$ cat src/rtl/controlsplitter.sv
//------------------------------------------------------------------------------
// Module      : controlsplitter
// Description : Readback serializer. Snapshots a BLOCKS x WIDTH combined
//               parameter bus on `load` and streams it out one word per
//               `read` strobe, block 0 first, with 1-cycle read latency.
//               Optional feature macro: CONTROLSPLITTER_CHECKSUM_EN appends
//               a WIDTH-bit wrapping checksum word after the last block.
// Revision    : 1.0 - initial release
//------------------------------------------------------------------------------
`default_nettype none

module controlsplitter #(
    parameter int WIDTH  = 16,
    parameter int BLOCKS = 64
) (
    input  logic                      clk,
    input  logic                      reset_n,
    input  logic                      load,
    input  logic [WIDTH*BLOCKS-1:0]   combinedin,
    input  logic                      read,
    output logic [WIDTH-1:0]          dataout,
    output logic [$clog2(BLOCKS):0]   wordaddress,
    output logic                      empty,
    output logic                      done,
    output logic                      underflow
);

    localparam int AW = $clog2(BLOCKS);

    localparam logic [AW:0] c_addr_one  = (AW+1)'(1);
    localparam logic [AW:0] c_addr_last = (AW+1)'(BLOCKS-1);

`ifdef CONTROLSPLITTER_CHECKSUM_EN
    typedef enum logic [1:0] {
        ST_IDLE   = 2'd0,
        ST_STREAM = 2'd1,
        ST_SUM    = 2'd2
    } state_t;
`else
    typedef enum logic [1:0] {
        ST_IDLE   = 2'd0,
        ST_STREAM = 2'd1
    } state_t;
`endif

    state_t                    state_q, state_d;
    logic [WIDTH*BLOCKS-1:0]   snap_q, snap_d;
    logic [WIDTH-1:0]          dataout_q, dataout_d;
    logic [AW:0]               addr_q, addr_d;
    logic                      empty_q, empty_d;
    logic                      done_q, done_d;
    logic                      underflow_q, underflow_d;
`ifdef CONTROLSPLITTER_CHECKSUM_EN
    logic [WIDTH-1:0]          sum_q, sum_d;
`endif

    // Word view of the snapshot so the current block can be picked by index.
    logic [WIDTH-1:0]          w_blocks [BLOCKS];
    logic [WIDTH-1:0]          w_word;

    for (genvar k = 0; k < BLOCKS; k++) begin : g_blk
        assign w_blocks[k] = snap_q[k*WIDTH +: WIDTH];
    end

    assign w_word = w_blocks[addr_q[AW-1:0]];

    // Next-state and output logic; load has priority over read.
    always_comb begin
        state_d     = state_q;
        snap_d      = snap_q;
        dataout_d   = dataout_q;
        addr_d      = addr_q;
        empty_d     = empty_q;
        done_d      = 1'b0;
        underflow_d = underflow_q;
`ifdef CONTROLSPLITTER_CHECKSUM_EN
        sum_d       = sum_q;
`endif
        if (load) begin
            snap_d      = combinedin;
            addr_d      = '0;
            empty_d     = 1'b0;
            underflow_d = 1'b0;
            state_d     = ST_STREAM;
`ifdef CONTROLSPLITTER_CHECKSUM_EN
            sum_d       = '0;
`endif
        end else if (read) begin
            if (empty_q) begin
                underflow_d = 1'b1;
            end else begin
                case (state_q)
                    ST_STREAM: begin
                        dataout_d = w_word;
                        addr_d    = addr_q + c_addr_one;
`ifdef CONTROLSPLITTER_CHECKSUM_EN
                        sum_d     = sum_q + w_word;
`endif
                        if (addr_q == c_addr_last) begin
`ifdef CONTROLSPLITTER_CHECKSUM_EN
                            // Checksum word still owed; stay non-empty.
                            state_d = ST_SUM;
`else
                            state_d = ST_IDLE;
                            empty_d = 1'b1;
                            done_d  = 1'b1;
`endif
                        end
                    end
`ifdef CONTROLSPLITTER_CHECKSUM_EN
                    ST_SUM: begin
                        dataout_d = sum_q;
                        addr_d    = addr_q + c_addr_one;
                        empty_d   = 1'b1;
                        done_d    = 1'b1;
                        state_d   = ST_IDLE;
                    end
`endif
                    default: ;
                endcase
            end
        end
    end

    // State and output registers, asynchronously cleared.
    always_ff @(posedge clk or negedge reset_n) begin
        if (!reset_n) begin
            state_q     <= ST_IDLE;
            snap_q      <= '0;
            dataout_q   <= '0;
            addr_q      <= '0;
            empty_q     <= 1'b1;
            done_q      <= 1'b0;
            underflow_q <= 1'b0;
`ifdef CONTROLSPLITTER_CHECKSUM_EN
            sum_q       <= '0;
`endif
        end else begin
            state_q     <= state_d;
            snap_q      <= snap_d;
            dataout_q   <= dataout_d;
            addr_q      <= addr_d;
            empty_q     <= empty_d;
            done_q      <= done_d;
            underflow_q <= underflow_d;
`ifdef CONTROLSPLITTER_CHECKSUM_EN
            sum_q       <= sum_d;
`endif
        end
    end

    assign dataout     = dataout_q;
    assign wordaddress = addr_q;
    assign empty       = empty_q;
    assign done        = done_q;
    assign underflow   = underflow_q;

endmodule

`default_nettype wire
$ cat config.mk
export PLATFORM = sky130hd
export DESIGN_NAME = controlsplitter
export DESIGN_NICKNAME = d
export VERILOG_FILES = /design/src/rtl/controlsplitter.sv
export SDC_FILE = /design/constraint.sdc
export NUM_CORES = 1
export LEC_CHECK = 0
export ABC_AREA = 1
export BUFFER_PORTS_ARGS = -buffer_cell sky130_fd_sc_hd__buf_2
export CORE_UTILIZATION = 29
export CTS_BUF_LIST = sky130_fd_sc_hd__clkbuf_16
export CTS_CLUSTER_DIAMETER = 80
export CTS_CLUSTER_SIZE = 14
export DETAILED_ROUTE_END_ITERATION = 8
export PLACE_DENSITY_LB_ADDON = 0.3
export SLEW_MARGIN = 20
export SYNTH_ARGS = -nofsm -noshare
export SYNTH_HDL_FRONTEND = slang
export SYNTH_SLANG_ARGS = --single-unit
$ cat constraint.sdc
create_clock -name clk -period 2.55 [get_ports clk]
set_input_delay 0.255 -clock clk [delete_from_list [all_inputs] [get_ports clk]]
set_output_delay 0.255 -clock clk [all_outputs]
set_load 0.02 [all_outputs]
### Word-level counts from Yosys, hierarchy flattened

Cells that the tools add are included.

* $add $sub $neg: 1
* multipliers: 0
* divide/modulo/power cells: 0
* order comparisons: 1
* equality and inequality tests: 3
* shifts and indexed selects: 0
* mux-type cells: 23
* bitwise logic cells: 3
* reductions and logical operators: 8

Operator list (count)
* 16-bit binary-select mux with 6-bit select: 1
* 16-bit two-way mux: 2
* 7-bit two-way mux: 4
* 1-bit two-way mux: 11
* 2-bit two-way mux: 5
* 4-bit AND reduction: 2
* 2-bit nonzero test: 4
* 7-bit by 1-bit adder with 7-bit output (second input constant): 1
* 7-bit by 6-bit equality test with 1-bit output (second input constant): 1
* 7-bit greater-or-equal comparator (second input constant): 1
* 6-bit inverter with 7-bit output: 1
* 3-bit AND reduction: 1
* 2-bit by 1-bit equality test with 1-bit output (second input constant): 1
* 2-bit != test (second input constant): 1
* 1-bit inverter: 2
* 2-bit AND reduction: 1

* flip-flop bits (word level): 1052
* bits in latches: 0
* RAM bits: 0
* ROM bits: 0
* bits of input ports: 1028
* memories kept: 0

### Logic depth before layout (Yosys ltp)

* depth after elaboration: 6
* gate-level depth with buffers: 12
* gate-level depth less buffers: 10

### Least setup slack after synthesis

OpenSTA, ideal clock, no wires.

* path kind: flip-flop to flip-flop
* start: reg addr_q[0] (netlist: wordaddress[0])
* end: reg dataout_q[11] (netlist: dataout[11])
* setup time: 0.117 ns
* arrival: 1.525 ns
* path slack: 0.907 ns
* stages on the path, launching flop included: 12
* buffers on the path: 3
* clock period less this slack: 1.643 ns
* cell sequence: dfrtp_1 > buf_6 > buf_6 > buf_2 > o211ai_1 > nand2_1 > nand2_1 > nand3_1 > nand3_1 > nand3_1 > nand3_1 > nand2_1

* cells in the longest elaborated chain, start to end: 4

RTL lines
* start, declared: line 49 `logic [AW:0] addr_q, addr_d;`
* start signal, assigned: line 142 `addr_q <= addr_d;`
* 6-bit inverter with 7-bit output (implied by the code): line 65 `assign w_word = w_blocks[addr_q[AW-1:0]];`
* 16-bit binary-select mux with 6-bit select: line 65
* 16-bit two-way mux (implied by the code) (2 in series): line 65
* end signal, assigned: line 141 `dataout_q <= dataout_d;`
* end, declared: line 48 `logic [WIDTH-1:0] dataout_q, dataout_d;`

Every way passes these cells. The select of a mux whose other input is x is not followed.
A chain may end at the register's enable or synchronous reset.

### Worst setup path after layout

* start: reg addr_q[1] (netlist: wordaddress[1])
* end: reg dataout_q[9] (netlist: dataout[9])

The elaborated chain is that of the path after synthesis.

==> metrics.txt <==
MaxCap Viol Count=0; area of the multi-input gates=18,900 sq um; via/cell ratio=4.89; fin crit period=2510 ps; HPWL Detailed=191,000 microns; CTS buffer count=96; number of distinct library cells after synthesis=23; Pwr Density=598 nW/um^2; CTS tree=built; clock buffer depth=3; CP Max Fanout=21; std cell rows=153; final-report hold violation count=0; Post-Layout Cell Count=11,200; setup TNS=0 ps; Clock Latency Late Sink=750 ps; clk sink count=1,051; Gate Count Post-Synth=6,848; max_slew headroom=51.9%; Leakage=37.5 nW; gr usage total=28.8%; routability cong.=0.993; maximum vdd drop=0.507 mV; crit end category=flop; post-synthesis sequential area ratio=51.5%; Netlist Area Pre-Place=51,100 sq um; DRT antenna net count=0; Setup CP Type=reg2reg; final instance area=72,800 sq um; Tcrit/Tclk final=98.4%; Area contributors post-synth=dfrtp_1 51%, nand2_1 20%, o21ai_0 9.2%; io pins=1,054; initial antenna violation count=63; drt total wl=262,000 microns; first-pass GRT wire length=374,000 microns; number of synthesized flops with an enable pin=0; CP Launch Type=flop; H-tree Lvls=3; Syn. warnings=0; Setup-failing EPs final=0; hold crit path type=in2reg; largest net degree at the start of global routing=190; DR DRC count=0; f_max=399 MHz; fillers=17,400; Tightest Pin Transition=721 ps; DRT iter0 DRCs=5,256; vias in the first global route=55,300; Initial Utilization=29.3%; Synth Flop Type=dfrtp_1; die area=178,000 sq um; clk root buf=clkbuf_16; core box area=174,000 sq um; biggest area consumer among synthesized cells=dfrtp_1; #FFs+latches synth=1,051; syn nets=7,877; layout cells sized above 1=15.8%; drt wl/cell=23.4 microns; Via Count=54,800; register area=26,300 sq um; RSZ-0062 raised after global routing=yes; placed standard-cell area=59,400 sq um; Synth Area per Inst=7.46 sq um; post-synth top area share=51.4%; Area Growth Syn to Fin=42.5%; 1st-pass router iterations=9; fin nets=9,813; Clock transition at path regs=70 ps; grt total ovfl=0; Post-Place Cells=9,973; CP arrival=3190 ps; status=finished clean; max-slew violation count=0; clock skew=39.9 ps; post-CTS setup buffers=0; IO buf count=1,053; Async SR Flop Fraction=100%; die width=422 microns; height of the die=422 microns; Hold Slack=42.9 ps; Worst Path Required=3230 ps
## cells in the mapped netlist (all sizes together), types with 5 or more instances
cell	count
a21oi	5
buf	298
clkbuf	155
dfrtp	1050
inv	939
nand2	2700
nand3	657
nor2	5
o211ai	96
o21ai	935
## stage by stage
step,power [mW],worst slack (ps),utilization [%]
floorplan,23.1,907,-
global placement,27.9,-289,34.1
detailed placement,28.0,-282,34.1
CTS,43.7,-33.2,41.7
global route,45.4,-0.233,41.7
finish,43.6,41.4,41.8
## critical path, stage by stage, from the launching register on
cell and delay, ps:
dfrtp_4 560, inv_8 200, buf_12 260, buf_4 230
nand3_1 130, nand2_1 210, nand2_1 90, nand3_1 140
nand3_1 280, nand3_1 170, nand3_1 90, nand2_1 70
## metal layers
metal,GRT usage (%),vias up,share of wire (%)
li1,-,25000,-
met5,0,-,0.038
met4,22.0,16,8.8
met1,36.7,26200,41
met2,43.3,2626,44
met3,5.23,894,6.6
## worst paths after layout
check                                           start                 endpoint  slack (ps)  depth (start not counted)
max                        wordaddress[1]$_DFFE_PN0P_   dataout[9]$_DFFE_PN0P_          40                         11
min                                              load   snap_q[81]$_DFFE_PN0P_          40                          3
max reg2reg                wordaddress[1]$_DFFE_PN0P_   dataout[9]$_DFFE_PN0P_          40                         11
min reg2reg                   snap_q[901]$_DFFE_PN0P_  snap_q[901]$_DFFE_PN0P_         470                          2
max in group asynchronous                     reset_n   dataout[4]$_DFFE_PN0P_        1370                          4
min in group asynchronous                     reset_n  snap_q[869]$_DFFE_PN0P_          70                          2
## registers in the layout, summed over array words and instances, names as in the netlist
signal and flops:
empty 1, done 1, wordaddress 7, underflow 1, state_q 1, snap_q 1024, dataout 16
## repair_timing
action | 4_1_cts | 5_1_grt
hold buffers | 1039 | 0
cloned | 0 | 0
endpoints found under the hold margin | 1431 | 0
resized for setup | 6 | 5
setup endpoints to repair | 4 | 7
## kinds of logic (layout without fill, tap and decap cells)
kind of cell               count (synthesis)  after routing  synth area share (%)
adders and majority gates                  1              1                0.0245
DFF                                     1051           1051                  51.5
and+or+nand+nor                         3365           3365                  26.3
other                                      0             56                     0
buffers and inverters                   1393           3363                  11.5
AOI/OAI and AO/OA                       1038           1038                  10.6
## final cells by class
cell class | instances | area share (%)
sequential | 1051 | 36.1
multi-input combinational | 4404 | 26.0
clock buffer | 99 | 3.40
inverter | 940 | 4.88
timing repair buffer | 2291 | 24.9
clock inverter | 33 | 0.498
antenna | 56 | 0.192
tap | 2325 | 3.99
## layout by cell type, fill, tap and decap left out, types with 56 or more instances in the layout
cell type	synthesis	final
buf_12	0	74
buf_2	213	1051
buf_4	23	124
clkbuf_16	0	99
dfrtp_1	1050	1046
diode_2	0	56
dlygate4sd3_1	0	1039
inv_1	935	937
nand2_1	2700	2699
nand3_1	657	654
o211ai_1	96	96
o21ai_0	935	935
## power by group
group | switching, mW | internal, mW | total (mW)
logic | 6.77 | 3.68 | 10.4
clock network | 7.02 | 7.41 | 14.4
registers | 0.547 | 18.2 | 18.7
(Power assumes the default switching activity.)
